`config.mk`:
```
export PLATFORM = sky130hd
export DESIGN_NAME = data_stack_ctrl_flat
export DESIGN_NICKNAME = d
export VERILOG_FILES = /design/src/rtl/data_stack_ctrl_if.sv /design/src/rtl/data_stack_ctrl.sv /design/src/flat_wrapper.sv
export SDC_FILE = /design/constraint.sdc
export NUM_CORES = 1
export LEC_CHECK = 0
export ABC_AREA = 1
export BUFFER_PORTS_ARGS = -buffer_cell sky130_fd_sc_hd__buf_2
export CAP_MARGIN = 40
export CORE_MARGIN = 2
export CORE_UTILIZATION = 30
export DETAILED_ROUTE_END_ITERATION = 7
export SLEW_MARGIN = 30
export SYNTH_ARGS = -nofsm -noshare
export SYNTH_HDL_FRONTEND = slang
export SYNTH_SLANG_ARGS = --single-unit
export TNS_END_PERCENT = 10
```
`constraint.sdc`:
```
create_clock -name clk -period 3.95 [get_ports clk]
set_input_delay 0.79 -clock clk [delete_from_list [all_inputs] [get_ports clk]]
set_output_delay 0.79 -clock clk [all_outputs]
set_load 0.005 [all_outputs]
```
`src/rtl/data_stack_ctrl_if.sv`:
```
// Command/response channel between instruction decode and the data stack
// sequencer. Decode is the master (issues commands); the sequencer is the slave.
interface data_stack_ctrl_if;
    logic       cmd_valid;
    logic       cmd_ready;
    logic [2:0] cmd_op;
    logic [3:0] cmd_imm;
    logic       resp_valid;
    logic [3:0] resp_data;
    logic       resp_err;
    logic [1:0] resp_err_code;

    modport master (
        output cmd_valid, cmd_op, cmd_imm,
        input  cmd_ready, resp_valid, resp_data, resp_err, resp_err_code
    );

    modport slave (
        input  cmd_valid, cmd_op, cmd_imm,
        output cmd_ready, resp_valid, resp_data, resp_err, resp_err_code
    );
endinterface

```
`src/rtl/data_stack_ctrl.sv`:
```
// Data stack sequencer: accepts one stack-machine command at a time, checks it
// against the logical depth, and expands it into push / pop / replace cycles on
// the attached data stack. Stack enables are combinational from state and the
// operands latched at accept; handshake/response outputs are registered.
module data_stack_ctrl #(
    parameter int STACK_DEPTH = 16,
    parameter int DEPTH_W     = 5
) (
    input  logic               clk,
    input  logic               rst,
    data_stack_ctrl_if.slave   bus,
    output logic [DEPTH_W-1:0] depth,
    output logic               ds_push_en,
    output logic               ds_pop_en,
    output logic [3:0]         ds_push_data,
    input  logic [3:0]         ds_tos,
    input  logic [3:0]         ds_ntos
);

    localparam logic [2:0] OP_NOP  = 3'd0;
    localparam logic [2:0] OP_PUSH = 3'd1;
    localparam logic [2:0] OP_POP  = 3'd2;
    localparam logic [2:0] OP_DUP  = 3'd3;
    localparam logic [2:0] OP_DROP = 3'd4;
    localparam logic [2:0] OP_SWAP = 3'd5;
    localparam logic [2:0] OP_ADD  = 3'd6;
    localparam logic [2:0] OP_SUB  = 3'd7;

    localparam logic [1:0] ERR_UNDER = 2'd1;
    localparam logic [1:0] ERR_OVER  = 2'd2;

    localparam logic [DEPTH_W-1:0] DEPTH_FULL = DEPTH_W'(STACK_DEPTH);

    typedef enum logic [1:0] {IDLE, S1, S2, S3} state_t;

    state_t             state_reg;
    logic [2:0]         op_reg;
    logic [3:0]         imm_reg;
    logic [3:0]         a_reg;          // top of stack at accept
    logic [3:0]         b_reg;          // next-of-top at accept
    logic               err_reg;        // latched command was rejected
    logic [DEPTH_W-1:0] depth_reg;
    logic               ready_reg;
    logic               resp_valid_reg;
    logic [3:0]         resp_data_reg;
    logic               resp_err_reg;
    logic [1:0]         resp_code_reg;

    logic               under_next;
    logic               over_next;
    logic               accept;
    logic [3:0]         alu_result;

    assign accept     = bus.cmd_valid && ready_reg;
    // B op A: next-of-top is the left operand for SUB.
    assign alu_result = (op_reg == OP_SUB) ? (b_reg - a_reg) : (b_reg + a_reg);

    // Reject decision for the command being offered, against the current depth.
    always_comb begin
        under_next = 1'b0;
        over_next  = 1'b0;
        case (bus.cmd_op)
            OP_PUSH:                 over_next  = (depth_reg == DEPTH_FULL);
            OP_POP, OP_DROP:         under_next = (depth_reg == '0);
            OP_DUP: begin
                under_next = (depth_reg == '0);
                over_next  = (depth_reg == DEPTH_FULL);
            end
            OP_SWAP, OP_ADD, OP_SUB: under_next = (depth_reg < DEPTH_W'(2));
            default: ;
        endcase
    end

    // Data stack enables per sequence step; nothing is driven in IDLE or after a reject.
    always_comb begin
        ds_push_en   = 1'b0;
        ds_pop_en    = 1'b0;
        ds_push_data = 4'h0;
        case (state_reg)
            S1: if (!err_reg) begin
                case (op_reg)
                    OP_PUSH: begin ds_push_en = 1'b1; ds_push_data = imm_reg; end
                    OP_DUP:  begin ds_push_en = 1'b1; ds_push_data = a_reg;   end
                    OP_POP, OP_DROP, OP_SWAP, OP_ADD, OP_SUB: ds_pop_en = 1'b1;
                    default: ;
                endcase
            end
            S2: begin
                // Replace step: both enables overwrite the new top.
                ds_push_en   = 1'b1;
                ds_pop_en    = 1'b1;
                ds_push_data = (op_reg == OP_SWAP) ? a_reg : alu_result;
            end
            S3: begin
                ds_push_en   = 1'b1;
                ds_push_data = b_reg;
            end
            default: ;
        endcase
    end

    // Sequencer FSM with registered handshake, response and depth tracking.
    always_ff @(posedge clk) begin
        if (rst) begin
            state_reg      <= IDLE;
            op_reg         <= OP_NOP;
            imm_reg        <= 4'h0;
            a_reg          <= 4'h0;
            b_reg          <= 4'h0;
            err_reg        <= 1'b0;
            depth_reg      <= '0;
            ready_reg      <= 1'b1;
            resp_valid_reg <= 1'b0;
            resp_data_reg  <= 4'h0;
            resp_err_reg   <= 1'b0;
            resp_code_reg  <= 2'd0;
        end else begin
            resp_valid_reg <= 1'b0;
            resp_data_reg  <= 4'h0;
            resp_err_reg   <= 1'b0;
            resp_code_reg  <= 2'd0;

            // The response cycle is the final cycle of a command: commit depth there.
            if (resp_valid_reg && !resp_err_reg) begin
                case (op_reg)
                    OP_PUSH, OP_DUP:                 depth_reg <= depth_reg + 1'b1;
                    OP_POP, OP_DROP, OP_ADD, OP_SUB: depth_reg <= depth_reg - 1'b1;
                    default: ;
                endcase
            end

            case (state_reg)
                IDLE: if (accept) begin
                    op_reg    <= bus.cmd_op;
                    imm_reg   <= bus.cmd_imm;
                    a_reg     <= ds_tos;
                    b_reg     <= ds_ntos;
                    state_reg <= S1;
                    ready_reg <= 1'b0;
                    err_reg   <= under_next || over_next;
                    if (under_next || over_next) begin
                        resp_valid_reg <= 1'b1;
                        resp_err_reg   <= 1'b1;
                        resp_code_reg  <= under_next ? ERR_UNDER : ERR_OVER;
                    end else if (bus.cmd_op != OP_SWAP && bus.cmd_op != OP_ADD &&
                                 bus.cmd_op != OP_SUB) begin
                        resp_valid_reg <= 1'b1;
                        if (bus.cmd_op == OP_POP)
                            resp_data_reg <= ds_tos;
                    end
                end
                S1: begin
                    if (!err_reg && (op_reg == OP_SWAP || op_reg == OP_ADD ||
                                     op_reg == OP_SUB)) begin
                        state_reg <= S2;
                        if (op_reg != OP_SWAP) begin
                            resp_valid_reg <= 1'b1;
                            resp_data_reg  <= alu_result;
                        end
                    end else begin
                        state_reg <= IDLE;
                        ready_reg <= 1'b1;
                    end
                end
                S2: begin
                    if (op_reg == OP_SWAP) begin
                        state_reg      <= S3;
                        resp_valid_reg <= 1'b1;
                    end else begin
                        state_reg <= IDLE;
                        ready_reg <= 1'b1;
                    end
                end
                default: begin
                    state_reg <= IDLE;
                    ready_reg <= 1'b1;
                end
            endcase
        end
    end

    assign bus.cmd_ready     = ready_reg;
    assign bus.resp_valid    = resp_valid_reg;
    assign bus.resp_data     = resp_data_reg;
    assign bus.resp_err      = resp_err_reg;
    assign bus.resp_err_code = resp_code_reg;
    assign depth             = depth_reg;

endmodule

```
`src/flat_wrapper.sv`:
```
// flat-port wrapper written by rule: the top's interface ports become plain ports
module data_stack_ctrl_flat 
#(
    parameter int STACK_DEPTH = 16,
    parameter int DEPTH_W     = 5
)
  (clk, rst, depth, ds_push_en, ds_pop_en, ds_push_data, ds_tos, ds_ntos, bus_cmd_valid, bus_cmd_op, bus_cmd_imm, bus_cmd_ready, bus_resp_valid, bus_resp_data, bus_resp_err, bus_resp_err_code);
  data_stack_ctrl_if bus_i ();
  input  logic clk;
  input  logic rst;
  output logic [DEPTH_W-1:0] depth;
  output logic ds_push_en;
  output logic ds_pop_en;
  output logic [3:0] ds_push_data;
  input  logic [3:0] ds_tos;
  input  logic [3:0] ds_ntos;
  input wire logic [$bits(bus_i.cmd_valid)-1:0] bus_cmd_valid;
  input wire logic [$bits(bus_i.cmd_op)-1:0] bus_cmd_op;
  input wire logic [$bits(bus_i.cmd_imm)-1:0] bus_cmd_imm;
  output wire logic [$bits(bus_i.cmd_ready)-1:0] bus_cmd_ready;
  output wire logic [$bits(bus_i.resp_valid)-1:0] bus_resp_valid;
  output wire logic [$bits(bus_i.resp_data)-1:0] bus_resp_data;
  output wire logic [$bits(bus_i.resp_err)-1:0] bus_resp_err;
  output wire logic [$bits(bus_i.resp_err_code)-1:0] bus_resp_err_code;
  assign bus_i.cmd_valid = bus_cmd_valid;
  assign bus_i.cmd_op = bus_cmd_op;
  assign bus_i.cmd_imm = bus_cmd_imm;
  assign bus_cmd_ready = bus_i.cmd_ready;
  assign bus_resp_valid = bus_i.resp_valid;
  assign bus_resp_data = bus_i.resp_data;
  assign bus_resp_err = bus_i.resp_err;
  assign bus_resp_err_code = bus_i.resp_err_code;
  data_stack_ctrl #(.STACK_DEPTH(STACK_DEPTH), .DEPTH_W(DEPTH_W)) u_core (.clk(clk), .rst(rst), .bus(bus_i), .depth(depth), .ds_push_en(ds_push_en), .ds_pop_en(ds_pop_en), .ds_push_data(ds_push_data), .ds_tos(ds_tos), .ds_ntos(ds_ntos));
endmodule
```
=== Word-level counts from Yosys, hierarchy flattened ===
Index checks and enable logic that the tools add are counted.

* Register bits after elaboration: 32
* Input bits: 18
* Output and inout bits: 20
* Logic and storage cells: 108

* Add/sub/neg operators: 4
* Order comparisons: 1
* Equality and inequality tests: 25
* Muxes and demuxes: 38
* Bitwise operators: 3
* Reduce and logical (&&, ||, !) cells: 25

{| class="wikitable"
|+ Operators with widths
! cell !! count
|-
| $mux 4 || 9
|-
| $eq 3x3->1 const B || 8
|-
| $pmux 4 s2 || 2
|-
| $mux 1 || 15
|-
| $eq 3x2->1 const B || 4
|-
| $ne 3x3->1 const B || 4
|-
| $pmux 4 s3 || 1
|-
| $pmux 5 s2 || 1
|-
| $reduce_or 3->1 || 3
|-
| $mux 2 || 4
|-
| $reduce_or 4->1 || 2
|-
| $eq 3x1->1 const B || 2
|-
| $pmux 1 s2 || 3
|-
| $pmux 1 s3 || 2
|-
| $pmux 2 s3 || 1
|-
| $reduce_or 2->1 || 3
|-
| $add 5x1->5 const B || 1
|-
| $eq 5x5->1 const B || 1
|-
| $logic_and 1x1->1 || 5
|-
| $logic_not 5->1 || 1
|-
| $lt 5x2->1 const B || 1
|-
| $reduce_or 5->1 || 1
|-
| $sub 5x1->5 const B || 1
|-
| $add 4x4->4 || 1
|-
| 12 further kinds || 20
|}

=== Longest topological paths before layout ===
Gate-level depths: netlist (run 1).

* Word-level depth: 7
* Mapped depth: 14
* Gate-level depth less buffers: 14

=== Worst setup path before layout (run 1) ===
No wires, ideal clock.

* Path type: register -> output
* Start point: reg u_core.a_reg[0]
* End point: out ds_push_data[2]
* Arrival time: 1.804 ns
* Required time: 3.160 ns
* Slack: 1.356 ns
* Cell stages (with the launch flop): 12
* Buffers on the path: 0
* Cell sequence: dfxtp_1 > inv_1 > ha_1 > nand2_1 > o21ai_0 > fa_1 > xor2_1 > nor2_1 > nand2_1 > nand3_1 > nor2_1 > nor2_1

* Word-level cells in the longest chain between the ends: 4
* Elaborated cells between the ends (all ways): 5
* Classes of those cells: add/sub (2); mux (3)

{| class="wikitable"
|+ RTL lines
! element !! RTL line !! source
|-
| from (decl) || data_stack_ctrl.sv:39 || <nowiki>logic [3:0] a_reg;</nowiki>
|-
| from (signal assigned) || data_stack_ctrl.sv:136 || <nowiki>a_reg <= ds_tos;</nowiki>
|-
| $add 4x4->4 or $sub 4x4->4 (tied branches) || data_stack_ctrl.sv:56 || <nowiki>assign alu_result = (op_reg == OP_SUB) ? (b_reg - a_reg) : (b_reg + a_reg);</nowiki>
|-
| $mux 4 * || data_stack_ctrl.sv:56 ||
|-
| $mux 4 * || data_stack_ctrl.sv:92 || <nowiki>ds_push_data = (op_reg == OP_SWAP) ? a_reg : alu_result;</nowiki>
|-
| $pmux 4 s3 * || data_stack_ctrl.sv:79 || <nowiki>case (state_reg)</nowiki>
|-
| to (decl) || flat_wrapper.sv:14 || <nowiki>output logic [3:0] ds_push_data;</nowiki>
|}

Mark *: on every way between the ends. The rest lies on a longest branch, timed or not.

=== Final worst setup path (run 1) ===
Ends and elaborated chain as after synthesis.

==> summary.md, run 1 <==
| Metric | Value |
|---|---|
| Status | finished clean |
| Slowest-stage cell, CP | fa_1 |
| Max FFs per register | 5 |
| Top-count cell post-synth | nand2_1 |
| Main synth FF type | dfxtp_1 |
| Ant. Diodes | 0 |
| Worst hold path cell count | 2 |
| Register-to-Register Path Depth | 9 |
| Static leakage | ~1.1 nW |
| Die area | between 7000 and 8000 µm² |
| Dpl cell area | approximately 2200 µm² |
| Placeable Area | 6241 µm² |
| Final wirelength | 4924 µm |
| Total Routing Usage GR | 15.04% |
| Count of final hold-check violations | 0 |
| Worst path arrival time | roughly 2.4 ns |
| Setup Buffers After CTS | 0 |
| Hold Path Sink | u_core.a_reg[1] |
| Finished Layout Cells | a little over 400 |
| Worst vdd ir | 0.2366 mV |
| Root Driver | clkbuf_8 |
| Via count | roughly 1.9k |
| Clk_skew | between 0.003 and 0.004 ns |
| Clock Pin Slew Worst Setup and Hold Paths | around 0.070 ns |
| Final Max Slew Viols | 0 |
| CP required | 3.16 ns |
| Critical path, cell by cell | inv_1 > ha_1 > nand2_1 > o21ai_0 > fa_1 > xor2_1 > nor2_1 > nand2_1 > nand3_1 > nor2_1 > nor2_1 > buf_2 |
| Fill cells | 693 |
| Die Ht | 83.67 µm |
| Slew HR | 61.44% |
| Async set or reset register ratio after synthesis | 0% |
| Post-Synthesis Cells | around 290 |
| Reg-to-reg slack, setup | around 1.9 ns |
| Post-layout min period | 3.190 ns |
| Most instantiated cells after synthesis | nand2_1 (56), inv_1 (45), nor2_1 (43) |
| Number of global-route vias before repair | around 1.8k |
| Pin count of the biggest net entering global routing | 23 |
| Nets@finish | 358 |
| Post-synth top area share | around a third |
| Post-DP HPWL | roughly 3800 µm |
| Launching element type of the critical path | flop |
| Syn Nets | 319 |
| RSZ-0062 raised after global routing | no |
| Design area | about 2300 µm² |
| Reg-to-Reg End | u_core.bus.resp_data[2] |
| CTS Sinks | 32 |
| First-pass GRT wire length | roughly 8400 µm |
| Post-synth EDFFs | 0 |
| Post-CTS resize count | 0 |
| CP Max Fanout | 4 |
| Top cells by area, synth | dfxtp_1 (34%), nand2_1 (11%), inv_1 (8.9%) |
| CTS Hold Buffers Added | 0 |
| Worst hold path startpoint | u_core.a_reg[1] |
| Reg2reg start | u_core.a_reg[0] |
| Initial Util | just over 30% |
| DR pass1 iterations | 4 |
| Drt drc | 0 |
| Routability-driven placement congestion ratio | around 0.91 |
| Max-cap violations | 0 |
| CP startpoint | u_core.a_reg[0] |
| CTS Buf Count | 5 |
| Routed Antenna Nets | 0 |
| Cell Area, Synth | between 1500 and 2000 µm² |
| CP delay by family, top | adder cells |
| Synth unique cells | 23 |
| PD cells | 444.1 nW/µm² |
| Tcrit/Tclk final | 80.76% |
| Worst path bufs/invs | 2 |
| Dpl cells | ~400 |
| Seq/Total Area, Yosys | approximately a third |
| Critical path's largest stage delay | approximately 0.43 ns |
| IO Pins | 38 |
| FP Rows | 29 |
| H-tree Lvls | 2 |
| Ys Warns | 0 |
| Critical Path Sink Type | output pin |
| Hold/Removal Path Class | flop to flop |
| Initial antenna violation count | 0 |
| Critical path class | flop to output pin |
| CP dominant cell by count | nor2_1 |
| Least-Margin Pin Slew | 0.5777 ns |
| Clock latency at the later pin of the worst-skew pair | between 0.2 and 0.3 ns |
| Post-synth top area cell | dfxtp_1 |
| #FFs+latches synth | 32 |
| Setup TNS | 0 ns |
| Layout area overhead | 18.86% |
| Mapped Avg Cell Area | ~6.6 µm² |
| Iteration-0 DRC Markers | 85 |
| Share of cells above drive strength 1 | 15.60% |
| CTS tree | done |
| DR WL/cell | 12.19 µm |
| # setup viols final | 0 |
| Chip width | ~84 µm |
| CTS Buffer Depth | 2 |
| F_max | 313.5 MHz |
| Gr ovfl total | 0 |
| Port bufs | 37 |
| Vias/cell | approximately 4.7 |
-- cell families after synthesis --
| group | synth area share (%) |
|---|---|
| AO/OA/AOI/OAI | 15.18 |
| XOR/XNOR | 1.839 |
| adder cells (fa/ha/maj) | 9.987 |
| buffers and inverters | 11.23 |
| flip-flops | 33.64 |
| AND/OR/NAND/NOR | 28.12 |
-- worst register-to-register path, cell delays in order (launching register included) --
cell and delay (ns):
dfxtp_1 0.38, inv_1 0.09, ha_1 0.29, nand2_1 0.06, o21ai_0 0.14, fa_1 0.43, xor2_1 0.17, nor2_1 0.16
nand2_1 0.11, a21oi_1 0.14
-- cell usage in the layout (no fill, tap or decap) --
master	n
a21oi_1	27
a31oi_1	1
buf_2	37
bufinv_16	1
clkbuf_1	1
clkbuf_8	5
clkinv_2	1
dfxtp_1	32
fa_1	2
ha_1	12
inv_1	45
inv_2	4
nand2_1	56
nand3_1	17
nand3_2	1
nand3b_1	3
nand4_1	3
nor2_1	43
nor2_2	2
nor3_1	3
o211ai_1	3
o21a_1	1
o21ai_0	22
o31ai_1	1
xor2_1	4
-- cell type report --
| type | instances | area [µm²] | share of cell area, % |
|---|---|---|---|
| inverters | 49 | 183.9 | 8.126 |
| multi-input cells | 201 | 1050 | 46.38 |
| clock inverters | 2 | 35.03 | 1.548 |
| well taps | 77 | 96.34 | 4.256 |
| flip-flops and latches | 32 | 640.6 | 28.30 |
| repair buffers | 37 | 185.2 | 8.181 |
| clock buffers | 6 | 72.57 | 3.206 |
-- report_power, final --
group / switching, mW / internal, mW / total (mW)
sequential: 0.0313 / 0.362 / 0.394
clock: 0.125 / 0.187 / 0.312
combinational: 0.192 / 0.108 / 0.300
total: 0.348 / 0.657 / 1.01
-- metal layers --
metal | track usage (%) | wire (µm) | vias up
met5 | 0 | 0 | -
met4 | 6.158 | 122 | 0
met3 | 3.561 | 267 | 11
met2 | 23.13 | 2126 | 57
met1 | 20.26 | 2408 | 837
li1 | - | - | 988
-- stage by stage --
stage | power [mW] | setup WS, ns | hold WS, ns | util, %
CTS | 1.015 | 0.7630 | 0.4914 | 36.27
global route | 1.086 | 0.5270 | 0.5226 | 36.27
finish | 1.005 | 0.7600 | 0.4895 | 36.27
global placement | 0.6939 | 1.173 | 0.4803 | 34.54
detailed placement | 0.6991 | 1.091 | 0.4801 | 34.54
floorplan | 0.6216 | 1.356 | 0.4423 | -
-- worst max path at each step --
stage,slack [ns],end,cells after the start
final,0.76,ds_push_data[2],12
after global routing,0.53,ds_push_data[2],12
after CTS,0.76,ds_push_data[2],12
after detailed placement,1.09,ds_push_data[2],12
after global placement,1.17,ds_push_data[2],12
after floorplan,1.36,ds_push_data[2],11
Power figures use the tool's default switching activity.
==> inputs of run 2 (changes only) <==
--- a/config.mk
+++ b/config.mk
@@ -5,7 +5,7 @@
 export SDC_FILE = /design/constraint.sdc
 export NUM_CORES = 1
 export LEC_CHECK = 0
-export ABC_AREA = 1
+export ABC_AREA = 0
 export BUFFER_PORTS_ARGS = -buffer_cell sky130_fd_sc_hd__buf_2
 export CAP_MARGIN = 40
 export CORE_MARGIN = 2
==> constraint.sdc (replaced) <==
create_clock -name clk -period 2.83 [get_ports clk]
set_input_delay 0.566 -clock clk [delete_from_list [all_inputs] [get_ports clk]]
set_output_delay 0.566 -clock clk [all_outputs]
set_load 0.005 [all_outputs]
==> run 2 against run 1 <==
Against the previous run: the run now ends with negative setup slack left; register-to-register slack got worse by 1.4 ns; critical endpoint is now ds_push_data[3]; via count fell by 4.8%; die area decreased by 1.0%; sequential share of layout area down 1.3 points; cell area up 6.1%.
==> summary.md, run 2 <==
| Metric | Value |
|---|---|
| Post-synth top area cell | dfxtp_1 |
| Layout area overhead | 27.42% |
| Main synth FF type | dfxtp_1 |
| Async set or reset register ratio after synthesis | 0% |
| Final wirelength | slightly below 5000 µm |
| Critical path class | flop to output pin |
| Max-cap violations | 0 |
| Top cells by area, synth | dfxtp_1 (34%), nand2_1 (8.2%), ha_1 (8.0%) |
| Cell Area, Synth | approximately 1900 µm² |
| Tcrit/Tclk final | 101.5% |
| CTS Buffer Depth | 2 |
| Post-synth EDFFs | 0 |
| Iteration-0 DRC Markers | just under 90 |
| Worst hold path startpoint | u_core.imm_reg[3] |
| Most instantiated cells after synthesis | nand2_1 (41), dfxtp_1 (32), a21oi_1 (28), nor2_1 (28), inv_1 (14) |
| Ys Warns | 0 |
| Seq/Total Area, Yosys | 34.00% |
| Gr ovfl total | 0 |
| Final Max Slew Viols | 0 |
| CTS Sinks | 32 |
| Hold/Removal Path Class | flop to flop |
| Reg2reg start | u_core.a_reg[1] |
| RSZ-0062 raised after global routing | yes |
| Design area | between 2000 and 2500 µm² |
| Post-DP HPWL | between 3000 and 4000 µm |
| Worst vdd ir | around 0.23 mV |
| Worst hold path cell count | 2 |
| Initial antenna violation count | 0 |
| H-tree Lvls | 2 |
| Syn Nets | around 270 |
| Share of cells above drive strength 1 | between 20% and 30% |
| Total Routing Usage GR | between 10% and 20% |
| DR WL/cell | 13.28 µm |
| Synth unique cells | 48 |
| Least-Margin Pin Slew | 0.6758 ns |
| Dpl cell area | between 2000 and 2500 µm² |
| First-pass GRT wire length | between 8000 and 9000 µm |
| Number of global-route vias before repair | between 1.5k and 2k |
| Top-count cell post-synth | nand2_1 |
| Die area | a little under 7000 µm² |
| Critical Path Sink Type | output pin |
| Register-to-Register Path Depth | 12 |
| FP Rows | 28 |
| PD cells | roughly 520 nW/µm² |
| DR pass1 iterations | 4 |
| Pin count of the biggest net entering global routing | 28 |
| Root Driver | clkbuf_8 |
| Clock latency at the later pin of the worst-skew pair | approximately 0.29 ns |
| Chip width | 83.25 µm |
| CTS Buf Count | 5 |
| Reg-to-Reg End | u_core.bus.resp_data[3] |
| Slew HR | between 50% and 60% |
| Most frequent cells in the layout | nand2_1 (41), buf_2 (37), nor2_1 (28) |
| Worst path arrival time | around 2.3 ns |
| # setup viols final | 1 |
| Static leakage | between 1 and 1.5 nW |
| Port bufs | 37 |
| Launching element type of the critical path | flop |
| Routed Antenna Nets | 0 |
| Routability-driven placement congestion ratio | approximately 0.84 |
| Worst Slack Setup Final | -0.04318 ns |
| Hold Path Sink | u_core.imm_reg[3] |
| Mapped Avg Cell Area | between 7 and 8 µm² |
| Die Ht | 83.25 µm |
| Setup TNS | -0.04318 ns |
| Failing checks | negative setup slack |
| Placeable Area | 5991 µm² |
| Status | finished, violations left |
| Clk_skew | 0.008434 ns |
| Most common cell after layout, fill and taps aside | nand2_1 |
| Nets@finish | about 320 |
| Total power | 1.251 mW |
| Drt drc | 0 |
| Post-layout min period | ~2.9 ns |
| Post-Synthesis Cells | between 200 and 250 |
| CP required | 2.26 ns |
| #FFs+latches synth | 32 |
| Place WS | ~0.1 ns |
| IO Pins | 38 |
| Post-synth top area share | between 30% and 40% |
| CTS tree | done |
| Vias/cell | ~5.0 |
| Via count | around 1.8k |
| Initial Util | between 30% and 40% |
| CP Max Fanout | 3 |
| Ant. Diodes | 0 |
| Clock Pin Slew Worst Setup and Hold Paths | 0.07 ns |
| Reg-to-reg slack, setup | 0.51 ns |
| Max FFs per register | 5 |
| Count of final hold-check violations | 0 |
| F_max | between 300 and 400 MHz |
## run 2: logic make-up after synthesis
logic type | share of synthesized area, %
AOI/OAI and AO/OA | 21.05
xor gates and xnor gates | 4.183
adders and majority gates | 10.62
buffers and inverters | 5.777
DFF | 34.00
muxes | 1.062
and+or+nand+nor | 23.31
## run 2: what timing repair did
| action | 4_1_cts | 5_1_grt |
|---|---|---|
| endpoints found under the setup margin | 3 | 3 |
| gates resized for setup | 7 | 15 |
| hold buffers | 0 | 0 |
| hold endpoints to repair | 0 | 0 |
| setup buffers | 3 | 2 |
| pin swaps | 2 | 5 |
## run 2: worst max path at each step
stage | start | cells past startpoint | to | slack, ns
2_1_floorplan | u_core.a_reg[0] | 9 | ds_push_data[3] | 0.32
3_3_place_gp | u_core.a_reg[1] | 10 | ds_push_data[3] | 0.15
3_5_place_dp | u_core.a_reg[1] | 10 | ds_push_data[3] | 0.10
4_1_cts | u_core.a_reg[0] | 10 | ds_push_data[3] | -0.04
5_1_grt | u_core.a_reg[1] | 10 | ds_push_data[3] | -0.19
6_report | u_core.a_reg[1] | 10 | ds_push_data[3] | -0.04
## run 2: metrics by stage
stage                     std cells  hold slack [ns]  util [%]
after floorplan                 241           0.4315         -
after global placement          350           0.4486     36.17
after detailed placement        350           0.4526     36.17
after CTS                       361           0.4637     38.83
after global routing            363           0.4926     40.08
final                           363           0.4608     40.08
## run 2: worst max-delay path, cell delays in order, from the launching register on
cell	delay [ns]
dfxtp_2	0.34
inv_2	0.05
ha_4	0.15
a31oi_4	0.14
xnor2_1	0.13
ha_1	0.28
a21oi_2	0.16
o21ai_2	0.07
or4_1	0.47
o211ai_1	0.09
buf_2	0.14
## run 2: per-layer routing
| layer | vias to the layer above | GRT usage (%) | wire [µm] |
|---|---|---|---|
| met5 | - | 0 | 0 |
| met4 | 0 | 5.365 | 97 |
| met3 | 8 | 2.584 | 153 |
| met2 | 32 | 22.65 | 2231 |
| met1 | 842 | 18.84 | 2339 |
| li1 | 920 | - | - |
## run 2: report_power, final
group / internal, mW / switching, mW / total, mW
Sequential: 0.476 / 0.0250 / 0.501
Combinational: 0.123 / 0.143 / 0.266
Clock: 0.311 / 0.174 / 0.484
## run 2: final cells by class
class	instances	area, µm²
clock buffers	7	96.34
clock inverters	1	30.03
fillers	617	3590
inverters	14	52.55
multi-input cells	184	1196
flip-flops and latches	32	649.4
well taps	75	93.84
repair buffers	50	282.8
==> inputs of run 3 (changes only) <==
--- a/config.mk
+++ b/config.mk
@@ -8,9 +8,12 @@
 export ABC_AREA = 0
 export BUFFER_PORTS_ARGS = -buffer_cell sky130_fd_sc_hd__buf_2
 export CAP_MARGIN = 40
+export CELL_PAD_IN_SITES_DETAIL_PLACEMENT = 0
+export CELL_PAD_IN_SITES_GLOBAL_PLACEMENT = 1
 export CORE_MARGIN = 2
 export CORE_UTILIZATION = 30
 export DETAILED_ROUTE_END_ITERATION = 7
+export PLACE_DENSITY_LB_ADDON = 0.1
 export SLEW_MARGIN = 30
 export SYNTH_ARGS = -nofsm -noshare
 export SYNTH_HDL_FRONTEND = slang
==> run 3 against run 2 <==
Against the previous run: the flow still finishes with violations (negative setup slack); worst hold slack gained 0.0059 ns; wire length grew 3.7%; core utilization is the same; largest power group unchanged.
==> summary.md, run 3 (same netlist as run 2, synthesis figures left out) <==
| Metric | Value |
|---|---|
| Hold Path Sink | u_core.imm_reg[2] |
| Tcrit/Tclk final | 101.3% |
| First-pass GRT wire length | 8618 µm |
| CP dominant cell by count | ha_4 |
| Iteration-0 DRC Markers | 78 |
| Root Driver | clkbuf_8 |
| F_max | 348.9 MHz |
| Final wirelength | between 4000 and 5000 µm |
| Slew HR | between 60% and 70% |
| Failing checks | negative setup slack |
| DR WL/cell | around 14 µm |
| Most frequent cells in the layout | nand2_1 (40), buf_2 (37), nor2_1 (28) |
| Worst hold path startpoint | u_core.imm_reg[2] |
| Total Routing Usage GR | between 10% and 20% |
| Fill cells | about 630 |
| Count of final hold-check violations | 0 |
| Pin count of the biggest net entering global routing | 28 |
| # setup viols final | 1 |
| Initial Util | a little under a third |
| Worst hold path cell count | 2 |
| Ant. Diodes | 0 |
| DR pass1 iterations | 4 |
| Max-cap violations | 0 |
| Critical Path Sink Type | output pin |
| Finished Layout Cells | 360 |
| Initial antenna violation count | 0 |
| Setup TNS | -0.03625 ns |
| Die Ht | ~83 µm |
| PD cells | 523.8 nW/µm² |
| Post-layout min period | between 2 and 3 ns |
| CTS Hold Buffers Added | 0 |
| H-tree Lvls | 2 |
| Least-Margin Pin Slew | approximately 0.54 ns |
| Static leakage | around 0.99 nW |
| Register-to-Register Path Depth | 9 |
| CTS Sinks | 32 |
| Worst path arrival time | about 2.3 ns |
| IO Pins | 38 |
| Slowest-stage cell, CP | or4_1 |
| Port bufs | 37 |
| Dpl cells | about 350 |
| Placeable Area | about 6000 µm² |
| Nets@finish | approximately 320 |
| Clk_skew | slightly below 0.008 ns |
| Share of cells above drive strength 1 | between 20% and 30% |
| Worst vdd ir | 0.2063 mV |
| Critical path, cell by cell | inv_4 > ha_4 > a31oi_4 > xnor2_2 > ha_4 > a21oi_2 > o21ai_2 > or4_1 > o211ai_1 > buf_2 |
| CTS tree | done |
| Dpl cell area | between 2000 and 2500 µm² |
| Reg-to-Reg End | u_core.depth[4] |
| Critical path class | flop to output pin |
| Number of global-route vias before repair | 1734 |
| RSZ-0062 raised after global routing | yes |
| CP delay by family, top | compound AO/OA/AOI/OAI gates |
| Launching element type of the critical path | flop |
| Die area | a little under 7000 µm² |
| Routability-driven placement congestion ratio | ~0.8 |
| Via count | 1748 |
| Most common cell after layout, fill and taps aside | nand2_1 |
| Routed Antenna Nets | 0 |
| Design area | approximately 2400 µm² |
| Worst path bufs/invs | 2 |
| Gr ovfl total | 0 |
| FP Rows | 28 |
| Post-DP HPWL | about 3700 µm |
| Chip width | 83.25 µm |
| Final Max Slew Viols | 0 |
| Status | finished, violations left |
| Clock Pin Slew Worst Setup and Hold Paths | roughly 0.08 ns |
| CP required | ~2.3 ns |
| CTS Buf Count | 5 |
| Reg2reg start | u_core.op_reg[1] |
| Vias/cell | slightly below 5 |
| Clock latency at the later pin of the worst-skew pair | approximately 0.3 ns |
| Util after Layout | approximately 40% |
| Total power | 1.258 mW |
| Critical path's largest stage delay | roughly 0.46 ns |
| CP Max Fanout | 3 |
| Worst Slack Setup Final | -0.03625 ns |
| Max FFs per register | 5 |
| Layout area overhead | 27.42% |
| Hold/Removal Path Class | flop to flop |
| Reg-to-reg slack, setup | 0.51 ns |
| CTS Buffer Depth | 2 |
| Drt drc | 0 |
## run 3: what timing repair did
action | in CTS | in global routing
endpoints found under the hold margin | 0 | 0
pin swaps | 4 | 8
buffers inserted | 1 | 0
gates resized for setup | 8 | 16
setup endpoints to repair | 3 | 3
## run 3: per-layer routing
metal | up-vias | GRT usage [%] | share of wire [%]
li1 | 914 | - | -
met4 | 0 | 5.514 | 1.6
met2 | 27 | 24.34 | 44
met1 | 800 | 20.47 | 50
met3 | 7 | 3.380 | 3.6
met5 | - | 0 | 0
## run 3: tightest hold or removal path, cell delays in order (launching register included)
cell and delay, ns:
dfxtp_1 0.32, nand2_1 0.05, a21oi_1 0.05
## run 3: how the worst max path moves through the flow
stage                                start  cells past startpoint              end  slack [ns]
after floorplan            u_core.a_reg[0]                      9  ds_push_data[3]        0.32
after global placement    u_core.op_reg[1]                     10  ds_push_data[3]        0.19
after detailed placement  u_core.op_reg[1]                      9  ds_push_data[3]        0.17
after CTS                  u_core.a_reg[1]                     10  ds_push_data[3]       -0.03
after global routing       u_core.a_reg[1]                     10  ds_push_data[3]       -0.18
final                      u_core.a_reg[1]                     10  ds_push_data[3]       -0.04
## run 3: final cells by class
| class | count | area, µm² | share of cell area [%] |
|---|---|---|---|
| clock buffer | 7 | 96.34 | 4.013 |
| clock inverter | 1 | 30.03 | 1.251 |
| inverter | 14 | 55.05 | 2.293 |
| multi-input combinational | 184 | 1216 | 50.65 |
| sequential | 32 | 649.4 | 27.05 |
| tap | 75 | 93.84 | 3.908 |
| timing repair buffer | 47 | 260.3 | 10.84 |
## run 3: report_power, final
part / total (mW) / switching, mW / internal (mW)
sequential: 0.501 / 0.0257 / 0.476
combinational: 0.259 / 0.142 / 0.117
clock: 0.497 / 0.186 / 0.311
## run 3: through the flow
| stage | hold WS, ns | worst slack (ns) |
|---|---|---|
| 2_1_floorplan | 0.4315 | 0.3249 |
| 3_3_place_gp | 0.4488 | 0.1860 |
| 3_5_place_dp | 0.4629 | 0.1748 |
| 4_1_cts | 0.4741 | -0.02700 |
| 5_1_grt | 0.5082 | -0.1799 |
| 6_report | 0.4666 | -0.03625 |
